**src/rtl/cpu_defs.sv**
```systemverilog
// Shared CPU encodings for the Memory1 data-cache request port and the SRAM-like bus.
package cpu_defs;

  localparam logic [2:0] DC_NOP = 3'd0;
  localparam logic [2:0] DC_R   = 3'd1;
  localparam logic [2:0] DC_W   = 3'd2;

  typedef enum logic [1:0] {
    BYTE      = 2'd0,
    HALF_WORD = 2'd1,
    WORD      = 2'd2
  } byte_type_t;

  typedef enum logic [1:0] {
    BUS_SIZE_BYTE = 2'd0,
    BUS_SIZE_HALF = 2'd1,
    BUS_SIZE_WORD = 2'd2
  } bus_size_t;

  typedef enum logic [1:0] {
    UC_IDLE = 2'd0,
    UC_ADDR = 2'd1,
    UC_DATA = 2'd2,
    UC_DONE = 2'd3
  } uc_state_t;

  function automatic logic [2:0] op_class(input logic [4:0] op);
    return op[4:2];
  endfunction

  // Bus size encoding deliberately equals byte_type, so this is a pure retype.
  function automatic bus_size_t to_bus_size(input logic [1:0] bt);
    return bus_size_t'(bt);
  endfunction

endpackage

```
**src/rtl/dcache_uncached_responder_strb_gen.sv**
```systemverilog
// Byte-strobe and read-alignment shift derived from access size and low address bits.
module uc_strb_gen
  import cpu_defs::*;
(
  input  logic [1:0] byte_type,
  input  logic [1:0] addr_lo,
  input  logic       is_write,
  output logic [3:0] wstrb,
  output logic [4:0] rshift
);

  always_comb begin
    wstrb = 4'b0000;
    if (is_write) begin
      case (byte_type_t'(byte_type))
        BYTE:      wstrb = 4'b0001 << addr_lo;
        HALF_WORD: wstrb = 4'b0011 << {addr_lo[1], 1'b0};
        default:   wstrb = 4'b1111;
      endcase
    end
  end

  assign rshift = {addr_lo, 3'b000};

endmodule

```
**src/rtl/dcache_uncached_responder.sv**
```systemverilog
// Uncached single-beat responder for the Memory1 data-cache port; one transaction
// in flight, Memory1 held stalled until dcache_ready.
module dcache_uncached_responder
  import cpu_defs::*;
#(
  parameter bit ALIGN_RDATA = 1'b1
) (
  input  logic        clk,
  input  logic        rst_n,
  input  logic [4:0]  dcache_op,
  input  logic [31:0] dcache_pa,
  input  logic        dcache_is_cached,
  input  logic [31:0] wr_dcache_data,
  input  logic        flush,
  output logic        dcache_ready,
  output logic [31:0] rd_data,
  output logic        rd_valid,
  output logic        bus_req,
  output logic        bus_wr,
  output logic [1:0]  bus_size,
  output logic [31:0] bus_addr,
  output logic [3:0]  bus_wstrb,
  output logic [31:0] bus_wdata,
  input  logic        bus_addr_ok,
  input  logic        bus_data_ok,
  input  logic [31:0] bus_rdata
);

  typedef struct packed {
    logic [4:0]  op;
    logic [31:0] pa;
    logic [31:0] wdata;
  } uc_req_t;

  uc_state_t   state_q, state_d;
  uc_req_t     req_q, req_d;
  logic        abandoned_q, abandoned_d;
  logic [31:0] rd_data_q, rd_data_d;

  logic        req_is_read;
  logic        req_is_write;
  logic        data_done;
  logic [3:0]  wstrb;
  logic [4:0]  rshift;
  logic [31:0] rdata_aligned;
  logic [2:0]  in_class;
  logic        unused_inputs;

  // Every access goes out uncached, so the MAT bit has no effect.
  assign unused_inputs = dcache_is_cached;

  assign in_class     = op_class(dcache_op);
  assign req_is_read  = (op_class(req_q.op) == DC_R);
  assign req_is_write = (op_class(req_q.op) == DC_W);

  uc_strb_gen u_strb_gen (
    .byte_type (req_q.op[1:0]),
    .addr_lo   (req_q.pa[1:0]),
    .is_write  (req_is_write),
    .wstrb     (wstrb),
    .rshift    (rshift)
  );

  assign rdata_aligned = ALIGN_RDATA ? (bus_rdata >> rshift) : bus_rdata;
  assign rd_data       = rd_data_q;

  always_comb begin
    state_d      = state_q;
    req_d        = req_q;
    abandoned_d  = abandoned_q;
    rd_data_d    = rd_data_q;
    data_done    = 1'b0;
    dcache_ready = 1'b0;
    rd_valid     = 1'b0;
    bus_req      = 1'b0;
    bus_wr       = 1'b0;
    bus_size     = 2'b00;
    bus_addr     = 32'h0;
    bus_wstrb    = 4'b0000;
    bus_wdata    = 32'h0;

    case (state_q)
      UC_IDLE: begin
        if ((in_class == DC_R || in_class == DC_W) && !flush) begin
          req_d   = '{op: dcache_op, pa: dcache_pa, wdata: wr_dcache_data};
          state_d = UC_ADDR;
        end
      end
      UC_ADDR: begin
        bus_req   = 1'b1;
        bus_wr    = req_is_write;
        bus_size  = to_bus_size(req_q.op[1:0]);
        bus_addr  = req_q.pa;
        bus_wstrb = wstrb;
        bus_wdata = req_q.wdata;
        if (flush) abandoned_d = 1'b1;
        if (bus_addr_ok) begin
          // A data_ok alongside addr_ok completes the whole transfer this cycle.
          if (bus_data_ok) begin
            data_done = 1'b1;
            state_d   = UC_DONE;
          end else begin
            state_d = UC_DATA;
          end
        end
      end
      UC_DATA: begin
        if (flush) abandoned_d = 1'b1;
        if (bus_data_ok) begin
          data_done = 1'b1;
          state_d   = UC_DONE;
        end
      end
      UC_DONE: begin
        // The abandon decision is frozen on entry; the clear below wins over a late flush.
        if (!abandoned_q) begin
          dcache_ready = 1'b1;
          rd_valid     = req_is_read;
        end
        abandoned_d = 1'b0;
        state_d     = UC_IDLE;
      end
      default: state_d = UC_IDLE;
    endcase

    // rd_data is loaded on the edge into DONE so it is valid alongside rd_valid.
    if (data_done && req_is_read && !abandoned_d) rd_data_d = rdata_aligned;
  end

  always_ff @(posedge clk or negedge rst_n) begin
    if (!rst_n) begin
      state_q     <= UC_IDLE;
      req_q       <= '0;
      abandoned_q <= 1'b0;
      rd_data_q   <= 32'h0;
    end else begin
      state_q     <= state_d;
      req_q       <= req_d;
      abandoned_q <= abandoned_d;
      rd_data_q   <= rd_data_d;
    end
  end

endmodule

```
**config.mk**
```make
export PLATFORM = sky130hd
export DESIGN_NAME = dcache_uncached_responder
export DESIGN_NICKNAME = d
export VERILOG_FILES = /design/src/rtl/cpu_defs.sv /design/src/rtl/dcache_uncached_responder_strb_gen.sv /design/src/rtl/dcache_uncached_responder.sv
export SDC_FILE = /design/constraint.sdc
export NUM_CORES = 1
export LEC_CHECK = 0
export BUFFER_PORTS_ARGS = -buffer_cell sky130_fd_sc_hd__buf_2
export CAP_MARGIN = 10
export CELL_PAD_IN_SITES_DETAIL_PLACEMENT = 0
export CELL_PAD_IN_SITES_GLOBAL_PLACEMENT = 1
export CORE_ASPECT_RATIO = 0.75
export CORE_MARGIN = 2
export CORE_UTILIZATION = 40
export DETAILED_ROUTE_END_ITERATION = 8
export PLACE_DENSITY_LB_ADDON = 0.1
export SLEW_MARGIN = 15
export SYNTH_ARGS = -nofsm -noshare
export SYNTH_HDL_FRONTEND = slang
export SYNTH_SLANG_ARGS = --single-unit
```
**constraint.sdc**
```tcl
create_clock -name clk -period 3.1 [get_ports clk]
set_input_delay 0.31 -clock clk [delete_from_list [all_inputs] [get_ports clk]]
set_output_delay 0.31 -clock clk [all_outputs]
set_load 0.01 [all_outputs]
```
==> results.ini, run 1 <==
[yosys]
ys_ff_latch=104
synth_xor_area_share_pct=0.172
synthFlopType=dfrtp_1
synthMuxAreaShare_pct=26.6
yosys.area_share.adder_pct=1.23
ys_types=26
syn-num-nets=536
synth_top_family_by_area=multiplexers
async_reset_ff_share_pct=100
synth_simple_gate_area_share_pct=12.7
synth_compound_area_share_pct=4.35
synth_seq_area_share_pct=51.1
avgSynthCellArea_um2=12.0
synth_area_mm2=0.00510
yosysWarnings=0
synth_edf_count=0
syn_inst=424

[detailed_routing]
detailroute.via_count=3754
drc_errors=0
final_antenna_net_count=0
vias_per_cell=4.72
drtIter0Drc=168
wire_per_inst_um=14.9
dr.pass1.iters=4
finalWirelength_um=11900

[grt]
gr-total-overflow=0
grt_max_degree=69
grt_pass1_wl_um=18800
grt_use_total_pct=17.4
grt_pass1_vias=3587
antenna_found_initial=0

[clock_network]
ctsResizeCount=0
postCtsHoldBufs=0
clock_latency_ns=0.34
cts_max_path_buffers=2
cts_htree_levels=3
clk_pin_slew_ns=0.07
cts-root-buf=clkbuf_16
cts_buffers=9
post_cts_buffers=0
cts_tree=yes
cts_sinks=104

[timing]
max_freq_ghz=0.432
finalCriticalPeriod_ns=2.31
rsz0062_at_grt=no
finalClockSkew_ns=0.00659
setup_tns_ns=0
finalHoldViolCount=6
worst_pin_slew_ns=1.00
timing.hold.ws_ns=-0.00871
post-route-period-util_pct=74.6
maxSlewViolCount=0
setup_viol=0
slew_headroom_pct=33.1

[setup_path]
cp_slowest_cell=dfrtp_1
reg2reg_from=state_q[0]
worst_ep_arrival_time_ns=2.00
cp-startpoint=state_q[1]
cp-end-kind=output port
crit_chain=inv_1, ha_2, buf_4, and2_1, buf_2
slowest_delay_ns=0.41
cp_max_fo=35
cp.required_ns=2.79
crit_type=flop to output port
crit_path_start_kind=flop

[cells_and_area]
layout.cells.non_filler=796
area_growth_pct=29.7
drive_gt1_share_pct=51.7
num_antenna_cells=0
num-nets-final=738
final_util_pct=53.5

[flow_run]
maxCapViolCount=0

[place]
hpwl_um=8520
placedCellCount=781
place.gp.congestion=0.751
place.port_buffers=211

[power_and_ir_drop]
cellPowerDensity_mw_per_mm2=928
max-vdd-ir-drop_v=0.000384
leakagePower_nw=3.61

[floorplanning]
initial_utilization_pct=41.3
core_mm2=0.0123
rows=35
io_pins=213
dieArea_mm2=0.0137
fp.dieH_um=102
die_x_um=134

[run_status]
violations=hold timing
outcome=finished with violations

[worst_hold_path]
hp-class=input pin to asynchronous set/reset pin

[sequential cells by signal (all words and copies together) (netlist names)]
signal,cells
abandoned_q,1
rd_data,32
req_q,69
state_q,2
[logic make-up (layout without fill, tap and decap cells)]
family	after synthesis	count (layout)
flops	104	104
mux	117	117
compound gates	38	38
xor+xnor	1	1
fa+ha+maj	5	5
simple gates	116	116
buf+inv	43	249
[synth_stat cells, types with 2 or more instances]
cell | count | share of area (%)
mux2_2 | 73 | 16
o21ai_0 | 9 | 0.88
inv_1 | 17 | 1.3
a211oi_1 | 9 | 1.3
a21oi_1 | 16 | 1.6
dfrtp_1 | 104 | 51
clkbuf_1 | 12 | 0.88
buf_6 | 3 | 0.66
and2_1 | 67 | 8.2
nor2_1 | 14 | 1.0
nor2b_1 | 10 | 1.2
nand2_1 | 19 | 1.4
nand4_1 | 2 | 0.25
buf_2 | 10 | 0.98
nand2b_1 | 2 | 0.25
mux2_4 | 19 | 5.6
mux2i_1 | 25 | 4.9
ha_1 | 5 | 1.2
[routing by layer]
metal	up-vias	wire, um	GRT usage (%)
met3	14	1110	7.36
met2	131	4990	24.7
met5	-	0	0
met1	1778	5600	24.5
met4	0	155	4.53
li1	1831	-	-
[power breakdown]
part           internal, mW  switching (mW)  total, mW
Clock                 0.704           0.498       1.20
Sequential             1.98           0.362       2.34
Combinational          1.33            1.25       2.59
[metrics by stage]
stage               total power [mW]  setup slack, ns  hold slack (ns)  area, um^2
global placement                4.91             1.03            0.381        6300
floorplan                       4.03             1.29           0.0144        5100
detailed placement              4.98            0.981            0.386        6300
CTS                             6.21            0.733           0.0158        6610
finish                          6.13            0.787         -0.00871        6610
global route                    6.61            0.582           0.0388        6610
[critical path: cells and delay by family (launching register included)]
kind | cells | cell delay (ns)
flops | 1 | 0.41
buf+inv | 3 | 0.65
fa+ha+maj | 1 | 0.40
simple gates | 1 | 0.19
[placed cells by master, fill, tap and decap left out, types with 2 or more instances in the layout]
cell type,count
clkbuf_16,9
inv_1,17
dfrtp_1,104
a211oi_1,9
buf_2,210
nor2b_1,10
nand4_1,2
bufinv_16,2
and2_1,67
ha_1,4
buf_4,6
a21oi_1,16
mux2_2,73
mux2_4,19
nand2_1,18
mux2i_1,25
clkinvlp_4,3
nand2b_1,2
nor2_1,14
o21ai_0,9
[final timing paths]
path | to | slack [ns] | cells past startpoint
min in group clk | req_q[66] | 0.19 | 2
max reg2reg | req_q[28] | 0.99 | 4
max | bus_addr[31] | 0.79 | 5
min | req_q[12] | -0.009 | 1
max in group asynchronous | rd_data[19] | 2.39 | 2
min reg2reg | req_q[58] | 0.50 | 1
[area by class of cell]
cell class,instances,area [um^2]
Clock buffer,10,229
Clock inverter,5,82.6
Fill cell,1141,5740
Inverter,17,63.8
Multi-Input combinational cell,277,2310
Sequential cell,104,2600
Tap cell,166,208
Timing Repair Buffer,217,1120
(Power assumes the default switching activity.)
==> run 2: changes to the inputs <==
- ABC_AREA: default -> 1
- CORE_UTILIZATION: 40 -> 34
- clock period: 3.1 -> 2.21 ns (I/O delays scaled with it)
==> results.ini, run 2 <==
[yosys]
synthFlopType=dfrtp_1
syn_inst=769
synth_seq_area_share_pct=47.9
ys_types=22
netlist_top_cells_count=nand2_1 (383), dfrtp_1 (104), inv_1 (84)
synthTopCellsByArea=dfrtp_1 (48%), nand2_1 (26%), o21ai_0 (7.0%)
ys_ff_latch=104
yosys.area.top_type_share_pct=47.9
yosysMostFrequentCell=nand2_1
avgSynthCellArea_um2=7.07
synth_area_mm2=0.00544
synth_edf_count=0
synth.largest_area_cell=dfrtp_1
yosysWarnings=0
syn-num-nets=881
async_reset_ff_share_pct=100

[timing]
setup_viol=0
finalCriticalPeriod_ns=1.96
max_freq_ghz=0.510
setup_tns_ns=0
slew_headroom_pct=63.1
post-route-period-util_pct=88.8
rsz0062_at_grt=no
worst_pin_slew_ns=0.553
maxSlewViolCount=0
finalHoldViolCount=0
worst_slack_ns=0.248
finalClockSkew_ns=0.00932
timing.hold.ws_ns=0.0711

[detailed_routing]
vias_per_cell=4.44
dr.pass1.iters=4
drc_errors=0
final_antenna_net_count=0
drtIter0Drc=247
detailroute.via_count=5191
finalWirelength_um=15700
wire_per_inst_um=13.4

[place]
placedCellCount=1152
place_area_mm2=0.00664
place.port_buffers=211
hpwl_um=11100
place_ws_ns=0.363
place.gp.congestion=0.808

[floorplanning]
fp.dieH_um=113
dieArea_mm2=0.0170
core_mm2=0.0154
die_x_um=150
initial_utilization_pct=35.2
rows=39
io_pins=213

[grt]
grt_pass1_wl_um=25000
antenna_found_initial=2
grt_use_total_pct=18.6
gr-total-overflow=0
grt_max_degree=75
grt_pass1_vias=5052

[cells_and_area]
final_util_pct=45.1
layout_common_cells=nand2_1 (383), buf_2 (210), dfrtp_1 (104), inv_1 (83), o21ai_0 (76)
area_growth_pct=27.8
fillers=1700
layout.cells.non_filler=1170
largest_reg_flops=69
drive_gt1_share_pct=25.7
final_common_cell=nand2_1
largest_register=req_q
num-nets-final=1071
postLayoutCellArea_mm2=0.00695

[power_and_ir_drop]
power.internal_mw=4.91
max-vdd-ir-drop_v=0.000454
clockPowerShare_pct=18.6
p_switching_mw=3.53
p_seq_share_pct=36.9
leakagePower_nw=4.41
cellPowerDensity_mw_per_mm2=1220
swShare_pct=41.8
total_power_mw=8.45
p_comb_share_pct=44.4

[setup_path]
crit_chain=inv_1, ha_2, buf_12, nand2_1, nor2_1, buf_2
cp-end-kind=output port
crit_path_start_kind=flop
cp_slowest_cell=dfrtp_1
worst_ep_arrival_time_ns=1.74
slowest_delay_ns=0.43
worst-path-buf-inv=3
crit_type=flop to output port
cp_max_fo=32
crit_family=buffers and inverters
cp.required_ns=1.99

[clock_network]
cts-root-buf=clkbuf_16
cts_tree=yes
cts_sinks=104
clock_latency_ns=0.34
cts_max_path_buffers=2
clk_pin_slew_ns=0.07
cts_buffers=9
cts_htree_levels=3

[run_status]
outcome=finished clean

[worst_hold_path]
hp-class=input pin to flop

[flow_run]
maxCapViolCount=0

[run 2: cell count changes in the layout (fill, tap and decap cells not counted), moves of 4 or more]
| cell | change |
|---|---|
| a211oi_1 | -9 |
| a21oi_1 | -4 |
| and2_1 | -59 |
| buf_12 | +4 |
| inv_1 | +66 |
| mux2_2 | -73 |
| mux2_4 | -19 |
| mux2i_1 | -25 |
| nand2_1 | +365 |
| nand3_1 | +22 |
| nor2b_1 | -10 |
| o21ai_0 | +67 |
[run 2: worst min-delay path, stage by stage]
cell and delay [ns]:
buf_2 0.07, nand2_1 0.04, nand2_1 0.05
[run 2: power groups by stage]
stage	Clock, mW	Combinational [mW]	Sequential, mW
6_report	1.57	3.75	3.12
5_1_grt	1.70	4.32	3.22
4_1_cts	1.63	3.82	3.13
3_5_place_dp	0	3.81	3.15
3_3_place_gp	0	3.81	3.13
2_1_floorplan	0	2.47	3.14
[run 2: timing repair]
item / CTS / global route
buffers inserted: 0 / 0
hold buffers: 1 / 0
resized for setup: 0 / 1
endpoints found under the setup margin: 0 / 1
endpoints found under the hold margin: 30 / 0
[run 2: kinds of logic (layout without fill, tap and decap cells)]
logic type	Yosys count	after routing	share of synthesized area, %
other cells	0	3	0
compound gates	90	90	8.33
buf+inv	133	326	11.1
flops	104	104	47.9
fa+ha+maj	5	5	1.15
simple gates	437	437	31.6
[run 2: worst paths after layout]
path / slack, ns / to / from / depth (start not counted)
min in group asynchronous: 0.36 / req_q[19] / rst_n / 2
setup reg to reg: 0.37 / req_q[55] / state_q[0] / 6
hold reg to reg: 0.46 / rd_data[20] / rd_data[20] / 2
hold / removal: 0.07 / req_q[16] / wr_dcache_data[16] / 3
max in group asynchronous: 1.28 / rd_data[13] / rst_n / 3
setup / recovery: 0.25 / bus_wstrb[1] / state_q[1] / 6
[run 2: cell type report]
cell class | count | area, um^2 | area share (%)
Sequential cell | 104 | 2600 | 37.5
Clock buffer | 9 | 225 | 3.24
Clock inverter | 5 | 58.8 | 0.846
Antenna cell | 3 | 7.51 | 0.108
Multi-Input combinational cell | 532 | 2240 | 32.2
Inverter | 87 | 327 | 4.70
Timing Repair Buffer | 225 | 1230 | 17.7
Tap cell | 205 | 256 | 3.69
[run 2: routing by layer]
metal | vias up | GRT usage [%] | routed length [um]
met3 | 16 | 5.64 | 1070
met5 | - | 0 | 13
met4 | 2 | 4.34 | 211
met2 | 130 | 31.1 | 7160
li1 | 2692 | - | -
met1 | 2351 | 23.9 | 7280
